===== src/rtl/seg7_pkg.sv =====
// Shared constants for the 7-segment scan driver.
// Glyph table (GFEDCBA, active-high), blank pattern, width helper.
package seg7_pkg;

  localparam logic [6:0] SEG_OFF = 7'h00;

  // Entry i is the glyph for hex digit i; the first element is entry 15.
  localparam logic [15:0][6:0] SEG_GLYPH = {
    7'h71, 7'h79, 7'h5E, 7'h39,
    7'h7C, 7'h77, 7'h6F, 7'h7F,
    7'h07, 7'h7D, 7'h6D, 7'h66,
    7'h4F, 7'h5B, 7'h06, 7'h3F
  };

  // clog2 with a floor of 1 so single-entry counters still have a bit.
  function automatic int idx_w(input int n);
    return (n <= 2) ? 1 : $clog2(n);
  endfunction

endpackage


===== src/rtl/seg7_hex_glyph.sv =====
// Hex nibble to active-high 7-segment pattern (GFEDCBA).
// Ports: nib_i nibble in, glyph_o segment pattern out.
module seg7_hex_glyph
  import seg7_pkg::*;
(
  input  logic [3:0] nib_i,
  output logic [6:0] glyph_o
);

  assign glyph_o = SEG_GLYPH[nib_i];

endmodule


===== src/rtl/seg7_scan_driver.sv =====
// Time-multiplexed multi-digit 7-segment driver with guard and blanking.
// Ports: clk, reset, load/value/dp_in, enable -> seg, dp, digit_sel, pending, frame.
module seg7_scan_driver
  import seg7_pkg::*;
#(
  parameter int DIGITS         = 4,
  parameter int DIV            = 12000,
  parameter int GUARD          = 2,
  parameter int SEG_ACTIVE_LOW = 1,
  parameter int DIG_ACTIVE_LOW = 1,
  parameter int BLANK_LEADING  = 1
) (
  input  logic                  clk,
  input  logic                  reset,
  input  logic                  load,
  input  logic [4*DIGITS-1:0]   value,
  input  logic [DIGITS-1:0]     dp_in,
  input  logic                  enable,
  output logic [6:0]            seg,
  output logic                  dp,
  output logic [DIGITS-1:0]     digit_sel,
  output logic                  pending,
  output logic                  frame
);

  localparam int IW = idx_w(DIGITS);
  localparam int DW = idx_w(DIV);

  localparam logic SEG_LOW = (SEG_ACTIVE_LOW != 0);
  localparam logic DIG_LOW = (DIG_ACTIVE_LOW != 0);

  localparam logic [6:0] SEG_INACT = SEG_LOW ? 7'h7F : 7'h00;
  localparam logic DP_INACT = SEG_LOW;
  localparam logic [DIGITS-1:0] DIG_INACT =
    DIG_LOW ? {DIGITS{1'b1}} : {DIGITS{1'b0}};

  logic [DW-1:0]         div_q, div_d;
  logic [IW-1:0]         idx_q, idx_d;
  logic [4*DIGITS-1:0]   disp_val_q, disp_val_d;
  logic [DIGITS-1:0]     disp_dp_q, disp_dp_d;
  logic [4*DIGITS-1:0]   pend_val_q, pend_val_d;
  logic [DIGITS-1:0]     pend_dp_q, pend_dp_d;
  logic                  pend_q, pend_d;
  logic [6:0]            seg_q, seg_d;
  logic                  dp_q, dp_d;
  logic [DIGITS-1:0]     sel_q, sel_d;

  logic                  frame_c;
  logic [3:0]            cur_nib;
  logic                  cur_dp;
  logic                  cur_blank;
  logic [6:0]            glyph;
  logic [DIGITS-1:0]     blank;
  logic                  hi_zero;
  logic [6:0]            seg_act;
  logic                  dp_act;
  logic [DIGITS-1:0]     sel_act;

  assign frame_c = (div_q == '0) && (idx_q == '0);

  // Held low during reset so the pulse only appears once scanning runs.
  assign frame     = frame_c & ~reset;
  assign pending   = pend_q;
  assign seg       = seg_q;
  assign dp        = dp_q;
  assign digit_sel = sel_q;

  always_comb begin
    div_d = div_q + DW'(1);
    idx_d = idx_q;
    if (div_q == DW'(DIV - 1)) begin
      div_d = '0;
      if (idx_q == IW'(DIGITS - 1)) idx_d = '0;
      else                          idx_d = idx_q + IW'(1);
    end
  end

  // Display only changes on a frame cycle, so a frame never mixes values.
  always_comb begin
    disp_val_d = disp_val_q;
    disp_dp_d  = disp_dp_q;
    pend_val_d = pend_val_q;
    pend_dp_d  = pend_dp_q;
    pend_d     = pend_q;
    if (frame_c) begin
      if (load) begin
        disp_val_d = value;
        disp_dp_d  = dp_in;
      end else if (pend_q) begin
        disp_val_d = pend_val_q;
        disp_dp_d  = pend_dp_q;
      end
      pend_d = 1'b0;
    end else if (load) begin
      pend_val_d = value;
      pend_dp_d  = dp_in;
      pend_d     = 1'b1;
    end
  end

  seg7_hex_glyph u_glyph (
    .nib_i   (cur_nib),
    .glyph_o (glyph)
  );

  always_comb begin
    blank   = '0;
    hi_zero = 1'b1;
    for (int i = DIGITS - 1; i > 0; i--) begin
      hi_zero  = hi_zero & (disp_val_q[4*i +: 4] == 4'h0);
      blank[i] = hi_zero & (BLANK_LEADING != 0);
    end
  end

  always_comb begin
    cur_nib   = disp_val_q[4*int'(idx_q) +: 4];
    cur_dp    = disp_dp_q[int'(idx_q)];
    cur_blank = blank[int'(idx_q)];

    sel_act = '0;
    if (enable && (div_q >= DW'(GUARD)))
      sel_act[int'(idx_q)] = 1'b1;

    seg_act = (enable && !cur_blank) ? glyph : SEG_OFF;
    dp_act  = enable & cur_dp;

    seg_d = SEG_LOW ? ~seg_act : seg_act;
    dp_d  = SEG_LOW ? ~dp_act  : dp_act;
    sel_d = DIG_LOW ? ~sel_act : sel_act;
  end

  always_ff @(posedge clk or posedge reset) begin
    if (reset) begin
      div_q      <= '0;
      idx_q      <= '0;
      disp_val_q <= '0;
      disp_dp_q  <= '0;
      pend_val_q <= '0;
      pend_dp_q  <= '0;
      pend_q     <= 1'b0;
      seg_q      <= SEG_INACT;
      dp_q       <= DP_INACT;
      sel_q      <= DIG_INACT;
    end else begin
      div_q      <= div_d;
      idx_q      <= idx_d;
      disp_val_q <= disp_val_d;
      disp_dp_q  <= disp_dp_d;
      pend_val_q <= pend_val_d;
      pend_dp_q  <= pend_dp_d;
      pend_q     <= pend_d;
      seg_q      <= seg_d;
      dp_q       <= dp_d;
      sel_q      <= sel_d;
    end
  end

endmodule


===== config.mk =====
export PLATFORM = sky130hd
export DESIGN_NAME = seg7_scan_driver
export DESIGN_NICKNAME = d
export VERILOG_FILES = /design/src/rtl/seg7_pkg.sv /design/src/rtl/seg7_hex_glyph.sv /design/src/rtl/seg7_scan_driver.sv
export SDC_FILE = /design/constraint.sdc
export NUM_CORES = 1
export LEC_CHECK = 0
export ABC_AREA = 0
export CELL_PAD_IN_SITES_DETAIL_PLACEMENT = 0
export CELL_PAD_IN_SITES_GLOBAL_PLACEMENT = 1
export CORE_UTILIZATION = 47
export CTS_CLUSTER_SIZE = 24
export DETAILED_ROUTE_END_ITERATION = 12
export DONT_BUFFER_PORTS = 1
export GPL_TIMING_DRIVEN = 0
export HOLD_SLACK_MARGIN = 0.06
export PLACE_DENSITY = 0.81
export SYNTH_ARGS = -nofsm -noshare
export SYNTH_HDL_FRONTEND = slang
export SYNTH_HIERARCHICAL = 1
export SYNTH_SLANG_ARGS = --single-unit
export TNS_END_PERCENT = 30

===== constraint.sdc =====
create_clock -name clk -period 2.4 [get_ports clk]
set_clock_uncertainty 0.1 [all_clocks]
set_input_delay 0.48 -clock clk [delete_from_list [all_inputs] [get_ports clk]]
set_output_delay 0.48 -clock clk [all_outputs]
set_load 0.03 [all_outputs]

Word-level counts from Yosys, hierarchy flattened:

Memory sizes are Yosys's and may differ from the RTL's.
Index checks and enable logic that the tools add are counted.
Widths: inputs -> output; s select.

* bits in registers: 69
* memories: 1
* logic and storage cells: 60
* ROM bits: 112
* output and inout bits: 14
* input bits: 24

Memories
* (name not given): depth 16, bits a word 7, rd ports 1, clocked after memory_dff 0, write ports 0, RTL line seg7_hex_glyph.sv:10 `assign glyph_o = SEG_GLYPH[nib_i];`

* magnitude comparators: 4
* equality and inequality tests: 2
* bitwise gates (word level): 9
* $add $sub $neg: 2
* muxes and demuxes: 17
* shift-type cells: 1
* reduce and logical (&&, ||, !) cells: 14

Operators by type and width (count)
* $mux 16: 2
* $shiftx 16x5->4: 1
* $add 14x1->14 const B: 1
* $eq 14x14->1 const B: 1
* $ge 14x2->1 const B: 1
* $logic_not 14->1: 1
* $mux 14: 1
* $mux 7: 2
* $logic_not 4->1: 3
* $mux 4: 3
* $not 7->7: 1
* $lt 4x5->1 const B: 1
* $mux 1: 5
* $and 1x1->1: 4
* $bmux 1 s2: 2
* $logic_and 1x1->1: 4
* $not 4->4: 1
* $reduce_and 2->1: 2
* $reduce_bool 2->1: 2
* $lt 2x3->1 const B: 1
* $not 1->1: 3
* $add 2x1->2 const B: 1
* $demux 1 s2: 1
* $eq 2x2->1 const B: 1
* other kinds (4): 4

Longest topological paths before layout:

* depth after elaboration: 9
* depth in mapped cells: 8
* gate-level depth less buffers: 6

Cells and area by module:

The synthesis kept the hierarchy.

Modules (own cells, without submodules)
* seg7_scan_driver: area each 3204.3 um^2, times used 1, cells an instance 238
* seg7_hex_glyph: area each 287.8 um^2, times used 1, cells an instance 33

Least setup slack after synthesis:

No wires, ideal clock.

* path kind: register to output
* start: register idx_q[0]
* end: output port frame
* setup slack: 0.098 ns
* stages on the path, launching flop included: 7
* arrival time: 1.722 ns
* buffers on the path: 1
* cells stage by stage: dfrtp_1 > buf_2 > inv_1 > ha_1 > nor4bb_4 > nand4_2 > nor2_1

* longest elaborated chain between the ends: 3

RTL lines
* start, declared: RTL line seg7_scan_driver.sv:38 `logic [IW-1:0] idx_q, idx_d;`
* start signal, assigned: RTL line seg7_scan_driver.sv:146 `idx_q <= idx_d;`
* $logic_not 2->1: RTL line seg7_scan_driver.sv:59 `assign frame_c = (div_q == '0) && (idx_q == '0);`
* $logic_and 1x1->1: RTL line seg7_scan_driver.sv:59
* $and 1x1->1: RTL line seg7_scan_driver.sv:62 `assign frame = frame_c & ~reset;`
* end, declared: RTL line seg7_scan_driver.sv:23 `output logic frame`

No other way between the ends.

Final worst setup path:

* start: register div_q[1]
* end: output port frame

* longest elaborated chain between the ends: 3

RTL lines
* start, declared: RTL line seg7_scan_driver.sv:37 `logic [DW-1:0] div_q, div_d;`
* start signal, assigned: RTL line seg7_scan_driver.sv:145 `div_q <= div_d;`
* $logic_not 14->1: RTL line seg7_scan_driver.sv:59
* $logic_and 1x1->1: RTL line seg7_scan_driver.sv:59
* $and 1x1->1: RTL line seg7_scan_driver.sv:62

No other way between the ends.

==> impl_metrics.json <==
{
  "startpoint": "div_q[1]$_DFF_PP0_",
  "drc": 2,
  "cp.arrival_ns": 1.73,
  "reg2reg_depth": 7,
  "synth_warnings": 6,
  "final.min_clock_period_ns": 2.31,
  "row_count": 31,
  "grt_pass1_wl_um": 9900,
  "die_h_um": 88.2,
  "io_buffers": 0,
  "tightest_slew_ns": 0.825,
  "antennaDiodeCount": 0,
  "netlist_area_um2": 3490,
  "regToRegSetupSlack_ns": 0.12,
  "maxSlewViolCount": 0,
  "reg2reg_to": "seg[3]$_DFF_PP1_",
  "ys_top_cells_by_area": "dfrtp_1, mux2_2, dfstp_2",
  "synth_common_cells": "mux2_2, dfrtp_1, nor2_1",
  "crit_fanout": 6,
  "stdcell_count": 391,
  "cts_max_path_buffers": 2,
  "layout.nets": 325,
  "cts_max_level": 3,
  "fmax_mhz": 434,
  "violations": "design-rule violations",
  "cp-start-kind": "register",
  "worstPathRequired_ns": 1.82,
  "crit_path_end_kind": "output pin",
  "clk_pin_slew_ns": 0.07,
  "dieWidth_um": 88.2,
  "final_antenna_net_count": 0,
  "synthFlopType": "dfrtp_1",
  "rsz0062_at_grt": "true",
  "antenna_found_initial": 0,
  "start_util_pct": 48.4,
  "cts_tree": "yes",
  "relSlewSlack_pct": 45.0,
  "grt_use_total_pct": 17.5,
  "yosysMostFrequentCell": "mux2_2",
  "synthesis.nets": 309,
  "worstSetupEndpoint": "frame",
  "areaGrowthSynthToFinish_pct": 11.0,
  "holdCritPathClass": "in2async",
  "async_reset_ff_share_pct": 100,
  "grt_max_degree": 70,
  "hold_viol": 0,
  "clk_latency_ns": 0.34,
  "overflow": 0,
  "gp_congestion": 0.828,
  "period_share_pct": 96.1,
  "p_leak_nw": 1.64,
  "cap_violations": 0,
  "first_pass_iters": 8,
  "setup_viol": 0,
  "yosys.area.top_type": "dfrtp_1",
  "numCtsBuffers": 9,
  "reg2reg_from": "idx_q[0]$_DFFE_PP0N_",
  "drtIter0Drc": 49,
  "synth.distinct_cells": 38,
  "layout-drive-gt1-share_pct": 41.4,
  "synth_edf_count": 0,
  "cts_num_sinks": 69,
  "pin_count": 38,
  "ys_seq_area_share_pct": 49.9,
  "synth-seq-cells": 69,
  "via_per_inst": 5.29,
  "vias": 2070,
  "dieArea_um2": 7780,
  "power.density_nw_per_um2": 609,
  "critical_path_class": "reg2out",
  "routed_wl_um": 6070,
  "synth.avg_cell_area_um2": 12.9,
  "clock-root-buffer": "clkbuf_8",
  "wire_per_inst_um": 15.5,
  "status": "complete, but fails checks",
  "power.total_w": 0.00236,
  "ir_drop_mv": 0.254,
  "grt_pass1_vias": 2056,
  "synthDominantCellAreaShare_pct": 40.8,
  "core-area_um2": 7210,
  "syn_inst": 271,
  "dp_hpwl_um": 4260,
  "placed_cells": 370
}
## timing repair
item	in CTS	in global routing
pin swaps	2	1
setup endpoints to repair	32	2
endpoints found under the hold margin	0	0
hold buffers	0	0
setup buffers	3	2
gates resized for setup	10	2
## cell type report
cell class | instances | area [µm²]
plain buffers | 13 | 101
clock buffers | 12 | 155
clock inverters | 4 | 22.5
inverters | 12 | 52.6
repair buffers | 5 | 37.5
well taps | 99 | 124
flip-flops and latches | 69 | 1740
multi-input cells | 177 | 1640
fillers | 636 | 3340
## where the power goes
part           total [W]  internal (W)  switching (W)
sequential       0.00130       0.00124      0.0000577
clock           0.000851      0.000426       0.000425
combinational   0.000214      0.000117      0.0000969
total            0.00236       0.00178       0.000579
## flip-flops by register name (all words and copies together), names as in the netlist, 2 cells and up
name,cells
disp_val_q,16
pend_val_q,16
div_q,14
seg,7
digit_sel,4
disp_dp_q,4
pend_dp_q,4
idx_q,2
## cell usage in the layout, fill, tap and decap left out, types with 6 or more instances in the layout
cell       n
mux2_2    63
nand2_1   12
clkbuf_8  11
buf_4      6
ha_1      12
dfstp_2   12
inv_1     10
xnor2_1    7
dfrtp_1   56
buf_6      6
nand3_1   11
nor3_1    10
nor2_1    14
## metal layers
metal | up-vias | part of all wire [%] | track usage (%)
met4 | 0 | 1.9 | 8.80
met2 | 34 | 46 | 25.9
met3 | 8 | 4.6 | 5.94
met1 | 1037 | 48 | 22.8
met5 | - | 0 | 0
li1 | 991 | - | -
## how the worst min path moves through the flow
| stage | cells past startpoint | startpoint | slack (ns) | to |
|---|---|---|---|---|
| floorplan | 1 | disp_val_q[5]$_DFFE_PP0P_ | 0.37 | disp_val_q[5]$_DFFE_PP0P_ |
| global placement | 1 | pend_val_q[11]$_DFFE_PP0P_ | 0.38 | pend_val_q[11]$_DFFE_PP0P_ |
| detailed placement | 1 | pend_val_q[6]$_DFFE_PP0P_ | 0.39 | pend_val_q[6]$_DFFE_PP0P_ |
| CTS | 1 | reset | 0.11 | div_q[9]$_DFF_PP0_ |
| global route | 1 | reset | 0.13 | pend_val_q[7]$_DFFE_PP0P_ |
| finish | 1 | reset | 0.06 | div_q[1]$_DFF_PP0_ |
## cells by family (layout without fill, tap and decap cells)
| logic type | count (synthesis) | after routing | synth area share (%) |
|---|---|---|---|
| compound gates | 11 | 11 | 2.15 |
| xor+xnor | 10 | 10 | 2.51 |
| fa+ha+maj | 14 | 14 | 5.02 |
| buf+inv | 25 | 46 | 4.01 |
| flops | 69 | 69 | 49.9 |
| mux | 75 | 75 | 26.1 |
| simple gates | 67 | 67 | 10.4 |
## stage by stage
step | hold slack, ns | area (µm²) | setup TNS (ns) | worst slack, ns | util (%)
3_3_place_gp | 0.383 | 3620 | -35.98 | -0.633 | 50.1
2_1_floorplan | 0.371 | 3490 | 0 | 0.0983 | -
6_report | 0.0648 | 3880 | 0 | 0.0932 | 53.7
4_1_cts | 0.107 | 3860 | 0 | 0.00938 | 53.5
5_1_grt | 0.129 | 3880 | -0.00427 | -0.00427 | 53.7
3_5_place_dp | 0.390 | 3620 | -0.317 | -0.114 | 50.2
## worst max-delay path, cell delays in order, from the launching register on
cell and delay [ns]:
dfrtp_1 0.44, inv_1 0.08, ha_1 0.14, nor4bb_4 0.33, nand4_4 0.17, nor2_4 0.23
No activity file was read; power rests on OpenSTA's default activity.
==> edit (same flow settings) <==
Reset style: synchronous (`reset`), changed in one clocked block.
--- a/src/rtl/seg7_scan_driver.sv
+++ b/src/rtl/seg7_scan_driver.sv
@@ -129,7 +129,7 @@
     sel_d = DIG_LOW ? ~sel_act : sel_act;
   end
 
-  always_ff @(posedge clk or posedge reset) begin
+  always_ff @(posedge clk) begin
     if (reset) begin
       div_q      <= '0;
       idx_q      <= '0;
Check against the original RTL: differs if reset is asserted again (counterexample within 4 cycles, from zero or initial values and one cycle with reset high); with reset held inactive, the same outputs for 10 cycles.
==> edit against the unedited design <==
- fmax fell by 1.3%
- worst hold slack gained 130 ps
- clock power increased by 16%
- area after synthesis down 2.9%
- combinational power grew 72%
- core utilization is 2.2 points higher
- routed wire length increased by 22%
- sequential cell count unchanged
- total power rose by 11%
- cell area shrank 0.90%
- non-clock buffer count increased by 19
- worst setup slack worse by 31 ps
==> edit: results (changes against the unedited design) <==
[clock_network]
clk_pin_slew_worst_paths_ps=80
clk_latency_ps=340  ; about the same
htreeDepth=3  ; unchanged
cts_buffers=9  ; unchanged
clockRootBuffer=clkbuf_8  ; unchanged

[routing]
drtIter0Drc=72  ; was 49
routedWlPerCell_um=15.1  ; was 15.5 um
avgViaCountPerCell=5.50  ; was 5.29
dr.pass1.iters=4  ; was 8
vias=2707  ; was 2070

[grt]
grt_pass1_vias=2593  ; was 2056
grt_usage=0.216  ; was 0.175
grt_pass1_wl_um=12400  ; was 9900 um
antenna_found_initial=0  ; unchanged
grt_max_degree=13  ; was 70

[setup_path]
timing.rr.end=seg[3]  ; unchanged
arrival_ps=1760  ; was 1730 ps
startpoint=idx_q[0]  ; was div_q[1]
path_max_fanout=3  ; was 6
cpPeakStageDelay_ps=340  ; was 440 ps
slowest_stage=dfxtp_2  ; was dfrtp_1
rr_worst_depth=8  ; was 7
critPathCapture=frame  ; unchanged

[logic_synthesis]
synth_common_cells=69 x dfxtp_1, 44 x a21oi_1, 40 x o21ai_0  ; was 63 x mux2_2, 57 x dfrtp_1, 15 x nor2_1
async_flop_share=0  ; was 1.00
ys_warn_count=6  ; unchanged
synth.area.top_cells=dfxtp_1 41%, mux2i_1 6.8%, a21oi_1 6.5%, o21ai_0 5.9%, ha_1 5.2%  ; was dfrtp_1 41%, mux2_2 20%, dfstp_2 9.0%, ha_1 5.0%, mux4_2 3.2%
netlist_instances=373  ; was 271
synth_cell_type_count=40  ; was 38
seq_area_frac_synth=0.407  ; was 0.499
syn_nets=411  ; was 309

[cells_and_area]
n_antenna_cell=0  ; unchanged
fin_nets=429  ; was 325
reg.largest.list=disp_val_q x16, pend_val_q x16, div_q x14  ; unchanged
drive_above_1_share=0.149  ; was 0.414

[place]
io_buffers=0  ; unchanged
dp_hpwl_um=5190  ; was 4260 um
place_inst=469  ; was 370
gp_congestion=0.817  ; was 0.828
place_area_um2=3510  ; was 3620 um^2

[pwr]
p_sw_w=0.000725  ; was 0.000579 W
p_leak_nw=1.42  ; was 1.64 nW
vdd_drop_max_v=0.000386  ; was 0.000254 V

[run_status]
status=completed  ; was finished with violations

[hold_path]
hold_class=input pin to flop  ; was input pin to async pin

[timing]
slew_viol_final=0  ; unchanged
slew_headroom=0.492  ; was 0.450

[edit: cell types whose count changed after synthesis, moves of 12 or more]
cell,unedited run,this run
dfxtp_1,0,69
mux2_2,63,3
dfrtp_1,57,0
o21ai_0,0,40
a21oi_1,5,44
or3_1,0,20
mux2i_1,4,23
clkbuf_1,3,19
nand3_1,11,27
dfstp_2,12,0
[edit: critical path: cells and delay by family, from the launching register on]
kind | cells | cell delay [ps]
AND/OR/NAND/NOR | 3 | 600
buffers and inverters | 3 | 350
flip-flops | 1 | 340
adder cells (fa/ha/maj) | 1 | 110
[edit: worst min-delay path by stage]
stage,slack (ps),end,cells after the start,from
floorplan,350,disp_dp_q[2],2,disp_dp_q[2]
global placement,360,pend_val_q[12],2,pend_val_q[12]
detailed placement,370,pend_val_q[1],2,pend_val_q[1]
CTS,180,pend_val_q[11],2,value[11]
global route,170,pend_val_q[11],2,value[11]
finish,190,pend_val_q[13],2,value[13]
[edit: cell families (layout without fill, tap and decap cells)]
group | count (synthesis) | after routing | share of synthesized area
and+or+nand+nor | 116 | 116 | 0.201
AOI/OAI and AO/OA | 88 | 88 | 0.135
muxes | 32 | 32 | 0.119
xor gates and xnor gates | 12 | 12 | 0.0310
buffers and inverters | 42 | 65 | 0.0554
adders and majority gates | 14 | 14 | 0.0517
DFF | 69 | 69 | 0.407
[edit: routing by layer]
layer / GRT usage / part of all wire
met5: 0 / 0
met4: 0.0712 / 0.015
met3: 0.0768 / 0.056
met2: 0.338 / 0.46
met1: 0.276 / 0.47
[edit: power groups by stage]
stage	Clock, W	Sequential (W)	Combinational [W]
6_report	0.000988	0.00126	0.000368
2_1_floorplan	0	0.00128	0.000268
3_3_place_gp	0	0.00129	0.000337
3_5_place_dp	0	0.00129	0.000342
4_1_cts	0.00101	0.00126	0.000372
5_1_grt	0.00107	0.00127	0.000410
[edit: through the flow]
step                      utilization  total power [W]  worst slack, ps  TNS, ps  hold slack, ps
after floorplan                     -          0.00155             38.5        0             346
after global placement          0.511          0.00163             -307     -307             359
after detailed placement        0.511          0.00163             -371    -1030             366
after CTS                       0.559          0.00265            -44.5    -44.5             177
after global routing            0.559          0.00275            -15.6    -15.6             166
final                           0.559          0.00262             61.9        0             190
[edit: what timing repair did]
item	in CTS	in global routing
pin swaps	3	1
resized for setup	19	5
setup endpoints to repair	20	2
cloned	0	0
buffers inserted	8	1
[edit: final cells by class]
type | instances | area (um^2)
flip-flops and latches | 69 | 1390
inverters | 12 | 52.6
well taps | 96 | 120
clock inverters | 5 | 58.8
repair buffers | 9 | 67.6
fillers | 639 | 3030
plain buffers | 28 | 159
clock buffers | 11 | 151
multi-input cells | 262 | 1840
